===== src/rtl/pipelined_cla_adder.sv =====
// rtl/pipelined_cla_adder.sv - pipelined segmented carry-look-ahead add/sub with valid/ready backpressure
// One SEG_W-bit CLA per stage; carries, partial sums and unconsumed operand bits travel in stage flops.
module pipelined_cla_adder #(
  parameter int WIDTH = 16,
  parameter int SEG_W = 4
) (
  input  logic             clk,
  input  logic             rst_n,
  input  logic             in_valid,
  output logic             in_ready,
  input  logic [WIDTH-1:0] a,
  input  logic [WIDTH-1:0] b,
  input  logic             cin,
  input  logic             sub,
  output logic             out_valid,
  input  logic             out_ready,
  output logic [WIDTH-1:0] sum,
  output logic             cout,
  output logic             ovf,
  output logic             zero
);

  localparam int NSEG = WIDTH / SEG_W;

  logic [WIDTH-1:0] b_eff;
  logic             c_first;
  logic             ovf_q, zero_q;

  assign b_eff   = sub ? ~b : b;
  assign c_first = sub | cin;

  // Every carry is a flat sum-of-products of g/p and the segment carry-in.
  function automatic logic [SEG_W:0] cla_carry(input logic [SEG_W-1:0] x,
                                                input logic [SEG_W-1:0] y,
                                                input logic             c0);
    logic [SEG_W-1:0] g, p;
    logic [SEG_W:0]   c;
    logic             term;
    g    = x & y;
    p    = x ^ y;
    c    = '0;
    c[0] = c0;
    for (int i = 1; i <= SEG_W; i++) begin
      c[i] = c0;
      for (int j = 0; j < i; j++) c[i] = c[i] & p[j];
      for (int j = 0; j < i; j++) begin
        term = g[j];
        for (int m = j + 1; m < i; m++) term = term & p[m];
        c[i] = c[i] | term;
      end
    end
    return c;
  endfunction

  for (genvar k = 0; k < NSEG; k++) begin : g_stage
    localparam int UPW = WIDTH - (k + 1) * SEG_W;

    logic                   v_q, c_q, rdy, src_v, src_c;
    logic [SEG_W-1:0]       seg_a, seg_b, seg_s;
    logic [SEG_W:0]         seg_c;
    logic [(k+1)*SEG_W-1:0] acc_d, acc_q;

    if (k == 0) begin : g_src
      assign src_v = in_valid;
      assign src_c = c_first;
      assign seg_a = a[SEG_W-1:0];
      assign seg_b = b_eff[SEG_W-1:0];
      assign acc_d = seg_s;
    end else begin : g_src
      assign src_v = g_stage[k-1].v_q;
      assign src_c = g_stage[k-1].c_q;
      assign seg_a = g_stage[k-1].g_up.upa_q[SEG_W-1:0];
      assign seg_b = g_stage[k-1].g_up.upb_q[SEG_W-1:0];
      assign acc_d = {seg_s, g_stage[k-1].acc_q};
    end

    if (k == NSEG - 1) begin : g_rdy
      assign rdy = !v_q || out_ready;
    end else begin : g_rdy
      assign rdy = !v_q || g_stage[k+1].rdy;
    end

    assign seg_c = cla_carry(seg_a, seg_b, src_c);
    assign seg_s = seg_a ^ seg_b ^ seg_c[SEG_W-1:0];

    always_ff @(posedge clk or negedge rst_n) begin
      if (!rst_n) begin
        v_q   <= 1'b0;
        c_q   <= 1'b0;
        acc_q <= '0;
      end else if (rdy) begin
        v_q <= src_v;
        if (src_v) begin
          c_q   <= seg_c[SEG_W];
          acc_q <= acc_d;
        end
      end
    end

    if (UPW > 0) begin : g_up
      logic [UPW-1:0] upa_d, upb_d, upa_q, upb_q;
      if (k == 0) begin : g_d
        assign upa_d = a[WIDTH-1:SEG_W];
        assign upb_d = b_eff[WIDTH-1:SEG_W];
      end else begin : g_d
        assign upa_d = g_stage[k-1].g_up.upa_q[WIDTH-k*SEG_W-1:SEG_W];
        assign upb_d = g_stage[k-1].g_up.upb_q[WIDTH-k*SEG_W-1:SEG_W];
      end
      always_ff @(posedge clk or negedge rst_n) begin
        if (!rst_n) begin
          upa_q <= '0;
          upb_q <= '0;
        end else if (rdy && src_v) begin
          upa_q <= upa_d;
          upb_q <= upb_d;
        end
      end
    end

    // Flags are resolved when the MSB segment is captured so they leave straight from flops.
    if (k == NSEG - 1) begin : g_flags
      always_ff @(posedge clk or negedge rst_n) begin
        if (!rst_n) begin
          ovf_q  <= 1'b0;
          zero_q <= 1'b0;
        end else if (rdy && src_v) begin
          ovf_q  <= seg_c[SEG_W] ^ seg_c[SEG_W-1];
          zero_q <= (acc_d == '0);
        end
      end
    end
  end

  assign in_ready  = g_stage[0].rdy;
  assign out_valid = g_stage[NSEG-1].v_q;
  assign sum       = g_stage[NSEG-1].acc_q;
  assign cout      = g_stage[NSEG-1].c_q;
  assign ovf       = ovf_q;
  assign zero      = zero_q;

endmodule

===== config.mk =====
export PLATFORM = sky130hd
export DESIGN_NAME = pipelined_cla_adder
export DESIGN_NICKNAME = d
export VERILOG_FILES = /design/src/rtl/pipelined_cla_adder.sv
export SDC_FILE = /design/constraint.sdc
export NUM_CORES = 1
export LEC_CHECK = 0
export CORE_UTILIZATION = 40
export CTS_CLUSTER_SIZE = 8
export DETAILED_ROUTE_END_ITERATION = 10
export GPL_ROUTABILITY_DRIVEN = 1
export PLACE_DENSITY_LB_ADDON = 0.25
export SETUP_SLACK_MARGIN = 0.4
export SKIP_CTS_REPAIR_TIMING = 1
export SYNTH_ARGS = -nofsm -noshare
export SYNTH_HDL_FRONTEND = slang
export SYNTH_SLANG_ARGS = --single-unit

===== constraint.sdc =====
create_clock -name clk -period 2.56 [get_ports clk]
set_input_delay 0.512 -clock clk [delete_from_list [all_inputs] [get_ports clk]]
set_output_delay 0.512 -clock clk [all_outputs]
set_load 0.01 [all_outputs]

After elaboration in Yosys (flattened, before gate mapping)

Cells that the tools add are included.

Reduce and logical (&&, ||, !) cells: 17
Bitwise logic cells: 95
Muxes and demuxes: 1

Operators with widths:

| kind                | number |
|---|---|
| 1-bit OR            | 41 |
| 1-bit bitwise AND   | 40 |
| 4-bit bitwise XOR   | 8 |
| 4-bit bitwise AND   | 4 |
| 16-bit zero test    | 1 |
| 16-bit two-way mux  | 1 |
| 16-bit NOT          | 1 |
| 2-bit AND reduction | 4 |
| 1-bit logical AND   | 4 |
| 1-bit zero test     | 4 |
| 1-bit logical OR    | 4 |
| 1-bit bitwise XOR   | 1 |

Register bits after elaboration: 98
Output and inout port bits: 21

Longest topological paths before layout

Depth after elaboration: 11
Mapped depth: 9

Worst setup path before layout

OpenSTA, ideal clock, no wires.

Path kind: in2reg
From: input sub
To: register g_stage[0].c_q
Path slack: 0.106 ns
Setup time: 0.124 ns
Arrival time: 2.330 ns
Stages: 9
Cells stage by stage: buf_2 > buf_2 > xor2_1 > ha_1 > ha_1 > o21ai_0 > a21boi_0 > o21a_1 > o31a_1

Word-level cells in the longest chain between the ends: 10

RTL lines:

| item                            | RTL line | RTL |
|---|---|---|
| start, declared                 | 14       | `input logic sub,` |
| 16-bit two-way mux              | 29       | `assign b_eff = sub ? ~b : b;` |
| 4-bit bitwise XOR               | 40       | `p = x ^ y;` |
| 1-bit bitwise AND (4 in series) | 45       | `for (int j = 0; j < i; j++) c[i] = c[i] & p[j];` |
| 1-bit OR (3 in series)          | 49       | `c[i] = c[i] \| term;` |
| 1-bit OR (*)                    | 49       |  |
| end signal, assigned            | 94       | `c_q <= seg_c[SEG_W];` |
| end, declared                   | 58       | `logic v_q, c_q, rdy, src_v, src_c;` |

Every way passes the cells marked *; elsewhere a longest branch is shown, timed or not.
A chain may end at the register's enable or synchronous reset.

Worst setup path in the final report

From: input out_ready
To: output in_ready

Word-level cells in the longest chain between the ends: 4

RTL lines:

| item                           | RTL line | RTL |
|---|---|---|
| start, declared                | 16       | `input logic out_ready,` |
| 1-bit logical OR               | 78       | `assign rdy = !v_q \|\| out_ready;` |
| 1-bit logical OR (3 in series) | 80       | `assign rdy = !v_q \|\| g_stage[k+1].rdy;` |
| end, declared                  | 10       | `output logic in_ready,` |

Every way passes these cells.

==> impl_metrics.ini <==
[timing]
rsz0062_at_grt = true
maxSlewViolCount = 0
worst_slew_pin_slew_ns = 0.5677
setup_viol = 0
finalSetupTns_ns = 0
period_share = 0.8285
fin_crit_ns = 2.121
hold_viol_final = 0
skew_ns = 0.01015
max_freq_mhz = 471.5
layout_setup_ws_ns = 0.4391
slew_headroom = 0.6201
hold_ws_ns = 0.03778

[power_and_ir_drop]
powerDensity_nw_per_um2 = 939.4
static-leakage-power_nw = 2.386
irDropWorstVdd_uv = 351.4
p_int_w = 0.003510
p_sw_frac = 0.3084
comb_power_share = 0.343
power_frac_seq = 0.471
p_clk_frac = 0.186
p_sw_w = 0.001565

[finish]
n_fill_cell = 900
area_growth_pct = 22.67
diodes = 0
final_common_cell = dfrtp_1
fin_nets = 468
mostFrequentLayoutCells = 98 x dfrtp_1, 55 x mux2_2, 55 x clkdlybuf4s50_1, 36 x nand2_1, 20 x o21ai_0
final_area_um2 = 5403
drive_above_1_share = 0.2268

[drt]
drt_iter0_markers = 79
drc = 0
postRouteAntennaNets = 0
first_pass_iters = 4
wl_per_cell_um = 12.98
vias = 2550
routed_wl_um = 7089
routed_via_density = 4.670

[synth]
synth-adder-area-share = 0.07500
synth_enable_flop_cells = 0
syn_avg_cell_area_um2 = 12.99
netlist_instances = 339
synth.ff_latch_count = 98
synthArstFlopShare = 1.000
synth_top_family_by_area = multiplexers
yosysWarnings = 0
synth-xor-area-share = 0.04375
synth-compound-area-share = 0.07415
synth.distinct_cells = 34
synth-simple-area-share = 0.05966
synth_mux_area_frac = 0.1608
synth_ff_type = dfrtp_1
synth_nets = 401
seq_area_frac_synth = 0.5568
syn-cell-area_um2 = 4404

[worst_setup_path]
critPathMaxFanout = 2
worstSetupPathType = primary input to output port
worst_r2r_endpoint = zero
r2r_setup_slack_ns = 0.52
r2r-start = g_stage[2].g_up.upa_q[0]
crit_arrival_ns = 1.61
crit_required_ns = 2.05
cp-end-kind = output port
r2r_cells = 6
worstSetupStartpointType = primary input

[clock_tree]
cts_tree = yes
cts_buffer_depth = 2
h-tree-depth = 3
cts_made_buffers = 9
clk_latency_ns = 0.35
numClockSinks = 98
clk_pin_slew_ns = 0.09
cts_root_buf = clkbuf_8

[grt]
overflow = 0
grt_pass1_vias = 2544
antenna_found_initial = 0
grt_first_pass_wirelength_um = 12180
grtUsageTotal = 0.1384
grt_max_degree = 47

[placed_design]
place_area_um2 = 5215
place.gp.congestion = 0.7248
port_buffers = 58
dpl.hpwl_um = 5466
dp_worst_setup_slack_ns = 0.05928

[job]
cap_viol_max_count = 0

[die]
start_util = 0.4191
coreArea_um2 = 10510
die-area_um2 = 11430
ios = 59
die_w_um = 106.9
die_h_um = 106.9
row_count = 37

[run_status]
status = complete, no violations

[hold_path]
hp-class = primary input to asynchronous set/reset pin
==> cell families (layout without fill, tap and decap cells) <==
kind of cell | after synthesis | in the layout
AND/OR/NAND/NOR | 56 | 56
buffers and inverters | 28 | 99
flip-flops | 98 | 98
adder cells (fa/ha/maj) | 24 | 24
XOR/XNOR | 22 | 22
multiplexers | 63 | 63
AO/OA/AOI/OAI | 48 | 48
==> sequential cells by signal, summed over array words and instances (netlist names) <==
signal              cells
cout                    1
g_stage.acc_q          24
g_stage.c_q             3
g_stage.g_up.upa_q     24
g_stage.g_up.upb_q     24
g_stage.v_q             3
out_valid               1
ovf                     1
sum                    16
zero                    1
==> critical path: stages <==
cell	delay [ns]
clkdlybuf4s50_1	0.41
nand4b_2	0.21
or2_2	0.30
dlymetal6s2s_1	0.17
==> synthesized netlist by cell type, types with 2 or more instances <==
cell | number | share of area
dfrtp_1 | 98 | 0.56
mux2_2 | 55 | 0.14
nand2_1 | 36 | 0.031
o21ai_0 | 21 | 0.024
ha_1 | 20 | 0.057
inv_1 | 15 | 0.013
xnor2_1 | 12 | 0.024
xor2_1 | 10 | 0.020
buf_2 | 9 | 0.010
o21a_1 | 8 | 0.014
mux2_1 | 7 | 0.018
nor3_1 | 6 | 0.0068
o31ai_1 | 6 | 0.010
nor2_1 | 5 | 0.0043
fa_1 | 4 | 0.018
a21oi_1 | 3 | 0.0034
o31a_1 | 3 | 0.0060
buf_4 | 2 | 0.0034
nand2b_1 | 2 | 0.0028
o21ai_4 | 2 | 0.0074
or2_2 | 2 | 0.0028
==> layer usage <==
metal / global-route usage / wire length (um) / share of wire / vias up
met2: 0.2194 / 3249 / 0.46 / 45
met5: 0 / 0 / 0 / -
li1: - / - / - / 1301
met4: 0.05969 / 94 / 0.013 / 0
met1: 0.1848 / 3522 / 0.50 / 1197
met3: 0.02796 / 222 / 0.031 / 7
==> area by class of cell <==
cell class,count,area [um2],share of cell area
Timing Repair Buffer,69,703.2,0.1302
Clock inverter,6,58.81,0.01088
Tap cell,136,170.2,0.03150
Multi-Input combinational cell,213,1838,0.3402
Clock buffer,9,123.9,0.02293
Inverter,15,56.30,0.01042
Sequential cell,98,2452,0.4539
==> power groups by stage <==
stage | combinational (W) | clock (W) | sequential [W]
after floorplan | 0.00112 | 0 | 0.00239
after global placement | 0.00173 | 0 | 0.00241
after detailed placement | 0.00177 | 0 | 0.00244
after CTS | 0.00178 | 0.000974 | 0.00240
after global routing | 0.00195 | 0.00103 | 0.00246
final | 0.00174 | 0.000945 | 0.00239
==> worst max path at each step <==
| stage | startpoint | endpoint | cells after the start |
|---|---|---|---|
| 2_1_floorplan | sub | g_stage[0].c_q | 9 |
| 6_report | out_ready | in_ready | 4 |
| 5_1_grt | out_ready | in_ready | 4 |
| 4_1_cts | out_ready | in_ready | 4 |
| 3_5_place_dp | sub | g_stage[0].c_q | 8 |
| 3_3_place_gp | sub | g_stage[0].c_q | 8 |
==> stage by stage <==
stage / total power (W) / utilization / std cells
after CTS: 0.005158 / 0.5136 / 546
after detailed placement: 0.004210 / 0.4963 / 531
after global placement: 0.004139 / 0.4963 / 531
after floorplan: 0.003508 / - / 339
after global routing: 0.005446 / 0.5141 / 546
final: 0.005075 / 0.5141 / 546
Note: power is estimated with default switching activity, not from simulation.
==> RTL change 1, RTL diff (same flow settings) <==
Change the parameter `WIDTH` from 16 to 32.
--- a/src/rtl/pipelined_cla_adder.sv
+++ b/src/rtl/pipelined_cla_adder.sv
@@ -2,5 +2,5 @@
 // One SEG_W-bit CLA per stage; carries, partial sums and unconsumed operand bits travel in stage flops.
 module pipelined_cla_adder #(
-  parameter int WIDTH = 16,
+  parameter int WIDTH = 32,
   parameter int SEG_W = 4
 ) (
Interface: changed (resized a, b and sum); port bits go from 59 to 107. The function was not compared with the original's and may differ.
==> RTL change 1 against the unedited design <==
  * Die area rose to 3.5 times the old value
  * Area after synthesis rose to 3.6 times the old value
  * Cell area rose to 3.5 times the old value
  * Synthesized cell count rose to 3.2 times the old value
  * Sequential cell count up 288
  * Clock power rose to 6.5 times the old value
  * Setup slack worse by 0.063 ns
  * Worst hold slack better by 0.27 ns
  * Routed wire length rose to 3.9 times the old value
  * Global-route usage up 0.51 points
  * Sequential power rose to 4.2 times the old value
  * Register-to-register slack better by 0.03 ns
  * Power rose to 4.5 times the old value
  * Critical endpoint unchanged
  * Largest cell class unchanged
  * Largest power group unchanged
  * Highest routed layer unchanged
==> RTL change 1: results <==
export IMPL_root_buffer="clkbuf_16"
export IMPL_ys_types=44
export IMPL_synth_area_top_cells="dfrtp_1 (61%), mux2_2 (22%), ha_1 (3.2%)"
export IMPL_synth_seq_cells=386
export IMPL_hp_class="in2reg"
export IMPL_start_kind="flop"
export IMPL_critPathMaxFanout=4
export IMPL_placed_cells=1693
export IMPL_crit_type="reg2out"
export IMPL_met1_usage=0.202
export IMPL_dr_wl_met2_mm=12.1
export IMPL_synth_compound_area_frac=0.0449
export IMPL_r2r_start="g_stage[6].g_up.upa_q[0]"
export IMPL_cts_buffers=54
export IMPL_avgSynthCellArea_um2=14.6
export IMPL_portBuffers=106
export IMPL_clock_cell_area_share=0.0749
export IMPL_wl_met3_mm=1.01
export IMPL_synthAdderAreaFrac=0.0417
export IMPL_synthTopCellsByCount="dfrtp_1 (386), mux2_2 (303), nand2_1 (66)"
export IMPL_grt_usage=0.143
export IMPL_fin_cells=1753
export IMPL_synthMuxAreaShare=0.220
export IMPL_grt_pass1_wl_mm=47.5
export IMPL_status="finished clean"
export IMPL_synth_seq_area_share=0.610
export IMPL_synth_xor_area_frac=0.0238
export IMPL_clk_path_buf_depth=3
export IMPL_multi_input_area_share=0.302
export IMPL_use_met2=0.223
export IMPL_h_tree_depth=2
export IMPL_grt_start_max_net_pins=72
export IMPL_grt_pass1_vias=9160
export IMPL_drtIter0Drc=227
export IMPL_power_share_combinational=0.288
export IMPL_met1_length_mm=13.7
export IMPL_finClkSkew_ns=0.0140
export IMPL_final_nonclk_buf_share=0.0796
export IMPL_fill_cells=3364
export IMPL_drt_wirelength_per_cell_um=15.6
export IMPL_seq_area_um2=9670
export IMPL_p_leak_nw=8.37
==> RTL change 1: cell count changes after synthesis, sizes merged, moves of 5 or more <==
cell and change:
buf +32, dfrtp +288, ha +20, inv +14, mux2 +247, nand2 +31
nor2 +7, o21a +5, o21ai +39, o31ai +5, xnor2 +18
==> RTL change 1: per-stage QoR <==
| stage | instance area [um2] | setup TNS (ns) | hold WS [ns] | setup slack, ns |
|---|---|---|---|---|
| after floorplan | 15800 | 0 | 0.216 | 0.427 |
| after global routing | 19200 | 0 | 0.325 | 0.315 |
| after global placement | 17700 | -0.0974 | 0.460 | -0.0974 |
| after CTS | 19100 | -0.169 | -0.0444 | -0.169 |
| after detailed placement | 17700 | -0.0822 | 0.465 | -0.0822 |
| final | 19200 | 0 | 0.305 | 0.377 |
==> RTL change 1: critical path, stage by stage (launching register included) <==
cell	delay [ns]
dfrtp_2	0.41
nand4_4	0.15
or3_4	0.43
buf_6	0.14
==> RTL change 2, RTL diff (same flow settings) <==
Made on the original files. Reset style: synchronous (`rst_n`), changed in 3 clocked blocks.
--- a/src/rtl/pipelined_cla_adder.sv
+++ b/src/rtl/pipelined_cla_adder.sv
@@ -84,5 +84,5 @@
     assign seg_s = seg_a ^ seg_b ^ seg_c[SEG_W-1:0];
 
-    always_ff @(posedge clk or negedge rst_n) begin
+    always_ff @(posedge clk) begin
       if (!rst_n) begin
         v_q   <= 1'b0;
@@ -107,5 +107,5 @@
         assign upb_d = g_stage[k-1].g_up.upb_q[WIDTH-k*SEG_W-1:SEG_W];
       end
-      always_ff @(posedge clk or negedge rst_n) begin
+      always_ff @(posedge clk) begin
         if (!rst_n) begin
           upa_q <= '0;
@@ -120,5 +120,5 @@
     // Flags are resolved when the MSB segment is captured so they leave straight from flops.
     if (k == NSEG - 1) begin : g_flags
-      always_ff @(posedge clk or negedge rst_n) begin
+      always_ff @(posedge clk) begin
         if (!rst_n) begin
           ovf_q  <= 1'b0;
Behaviour: differs if rst_n is asserted again (counterexample within 10 cycles, from zero or initial values and one cycle with rst_n low); with rst_n held inactive, the same outputs for 10 cycles.
==> RTL change 2 against the unedited design <==
  * Routed wire length is 20% higher
  * Via count is 33% higher
  * Maximum frequency is 2.9% higher
  * Sequential cell count stayed put
  * Sequential share of layout area is 7.7 points lower
  * Cell area is 3.5% lower
  * Setup slack better by 0.060 ns
  * Critical path type unchanged
  * Area after synthesis is 3.6% lower
  * Count of clock-buffer cells in the layout is 3 higher
  * Critical endpoint unchanged
Power is not compared: it rests on default switching activity, and its combinational part moved more than twofold at a synthesized area within 25%.
==> RTL change 2: results <==
export IMPL_status="finished clean"
export IMPL_finClkSkew_ns=0.0121
export IMPL_setup_tns_ns=0
export IMPL_cts_clk_slew_worst_paths_ns=0.09
export IMPL_crit_arrival_ns=1.55
export IMPL_avgSynthCellArea_um2=8.53
export IMPL_dp_worst_setup_slack_ns=-0.0320
export IMPL_synth_seq_area_share=0.462
export IMPL_dpl_cell_area_um2=5010
export IMPL_root_buffer="clkbuf_8"
export IMPL_top_regs="g_stage.acc_q x24, g_stage.g_up.upa_q x24, g_stage.g_up.upb_q x24"
export IMPL_grt_pass1_wl_mm=14.8
export IMPL_h_tree_depth=3
export IMPL_grt_pass1_vias=3176
export IMPL_critPathMaxFanout=4
export IMPL_routed_wl_mm=8.50
export IMPL_rr_worst_depth=6
export IMPL_cts_buffers=9
export IMPL_synth_area_top_cells="dfxtp_1 (46%), nand2_1 (12%), a21oi_1 (9.4%)"
export IMPL_ys_types=42
export IMPL_grt_start_max_net_pins=61
export IMPL_synth_ff_type="dfxtp_1"
export IMPL_insertedDiodeCount=0
export IMPL_synth_warnings=0
export IMPL_antenna_found_initial=0
export IMPL_drtIter0Drc=119
export IMPL_portBuffers=58
export IMPL_vdd_drop_max_uv=268
export IMPL_grt_usage=0.164
export IMPL_dp_hpwl_mm=6.25
export IMPL_whs_path_depth=2
export IMPL_synthTopCellsByCount="nand2_1 (141), dfxtp_1 (98), a21oi_1 (80)"
export IMPL_clk_path_buf_depth=2
export IMPL_max_slew_margin=0.660
export IMPL_async_flop_share=0
export IMPL_syn_nets=560
export IMPL_vias_per_cell=4.90
export IMPL_dr_pass1_iters=5
export IMPL_placed_cells=678
export IMPL_p_leak_nw=1.96
export IMPL_fin_cells=694
export IMPL_hp_class="reg2reg"
export IMPL_gp_congestion=0.749
export IMPL_nets=615
export IMPL_drive_gt1_frac=0.0860
export IMPL_clkLatencyLatePin_ns=0.35
RTL change 2: layout make-up:
cell class	instances	area, um2
fillers	1003	5110
clock buffers	12	155
inverters	9	33.8
repair buffers	73	748
well taps	136	170
flip-flops and latches	98	1960
multi-input cells	362	2110
clock inverters	4	33.8
RTL change 2: routing by layer:
| layer | global-route usage | up-vias | part of all wire |
|---|---|---|---|
| li1 | - | 1781 | - |
| met1 | 0.226 | 1544 | 0.51 |
| met2 | 0.261 | 66 | 0.44 |
| met3 | 0.0250 | 10 | 0.032 |
| met4 | 0.0543 | 0 | 0.013 |
| met5 | 0 | - | 0 |
RTL change 2: worst paths after layout:
check,start,to,slack [ns]
max,out_ready,in_ready,0.50
min,g_stage[1].g_up.upb_q[5],g_stage[2].g_up.upb_q[1],0.45
max reg2reg,g_stage[0].g_up.upa_q[0],g_stage[1].acc_q[6],0.77
min reg2reg,g_stage[1].g_up.upb_q[5],g_stage[2].g_up.upb_q[1],0.45
RTL change 2: critical path, cell delays in order:
cell and delay [ns]:
clkdlybuf4s50_1 0.45, and4b_1 0.31, nand2_1 0.09, dlymetal6s2s_1 0.19
RTL change 2: cell families after synthesis:
logic type | Yosys count | share of synthesized area
XOR/XNOR | 20 | 0.0412
flip-flops | 98 | 0.462
adder cells (fa/ha/maj) | 24 | 0.0778
multiplexers | 1 | 0.00236
AND/OR/NAND/NOR | 195 | 0.191
AO/OA/AOI/OAI | 122 | 0.182
buffers and inverters | 38 | 0.0436
RTL change 2: power by group:
part           switching (mW)  internal (mW)
sequential             0.0371           1.58
combinational           0.176          0.174
clock                   0.527          0.416
total                   0.741           2.17
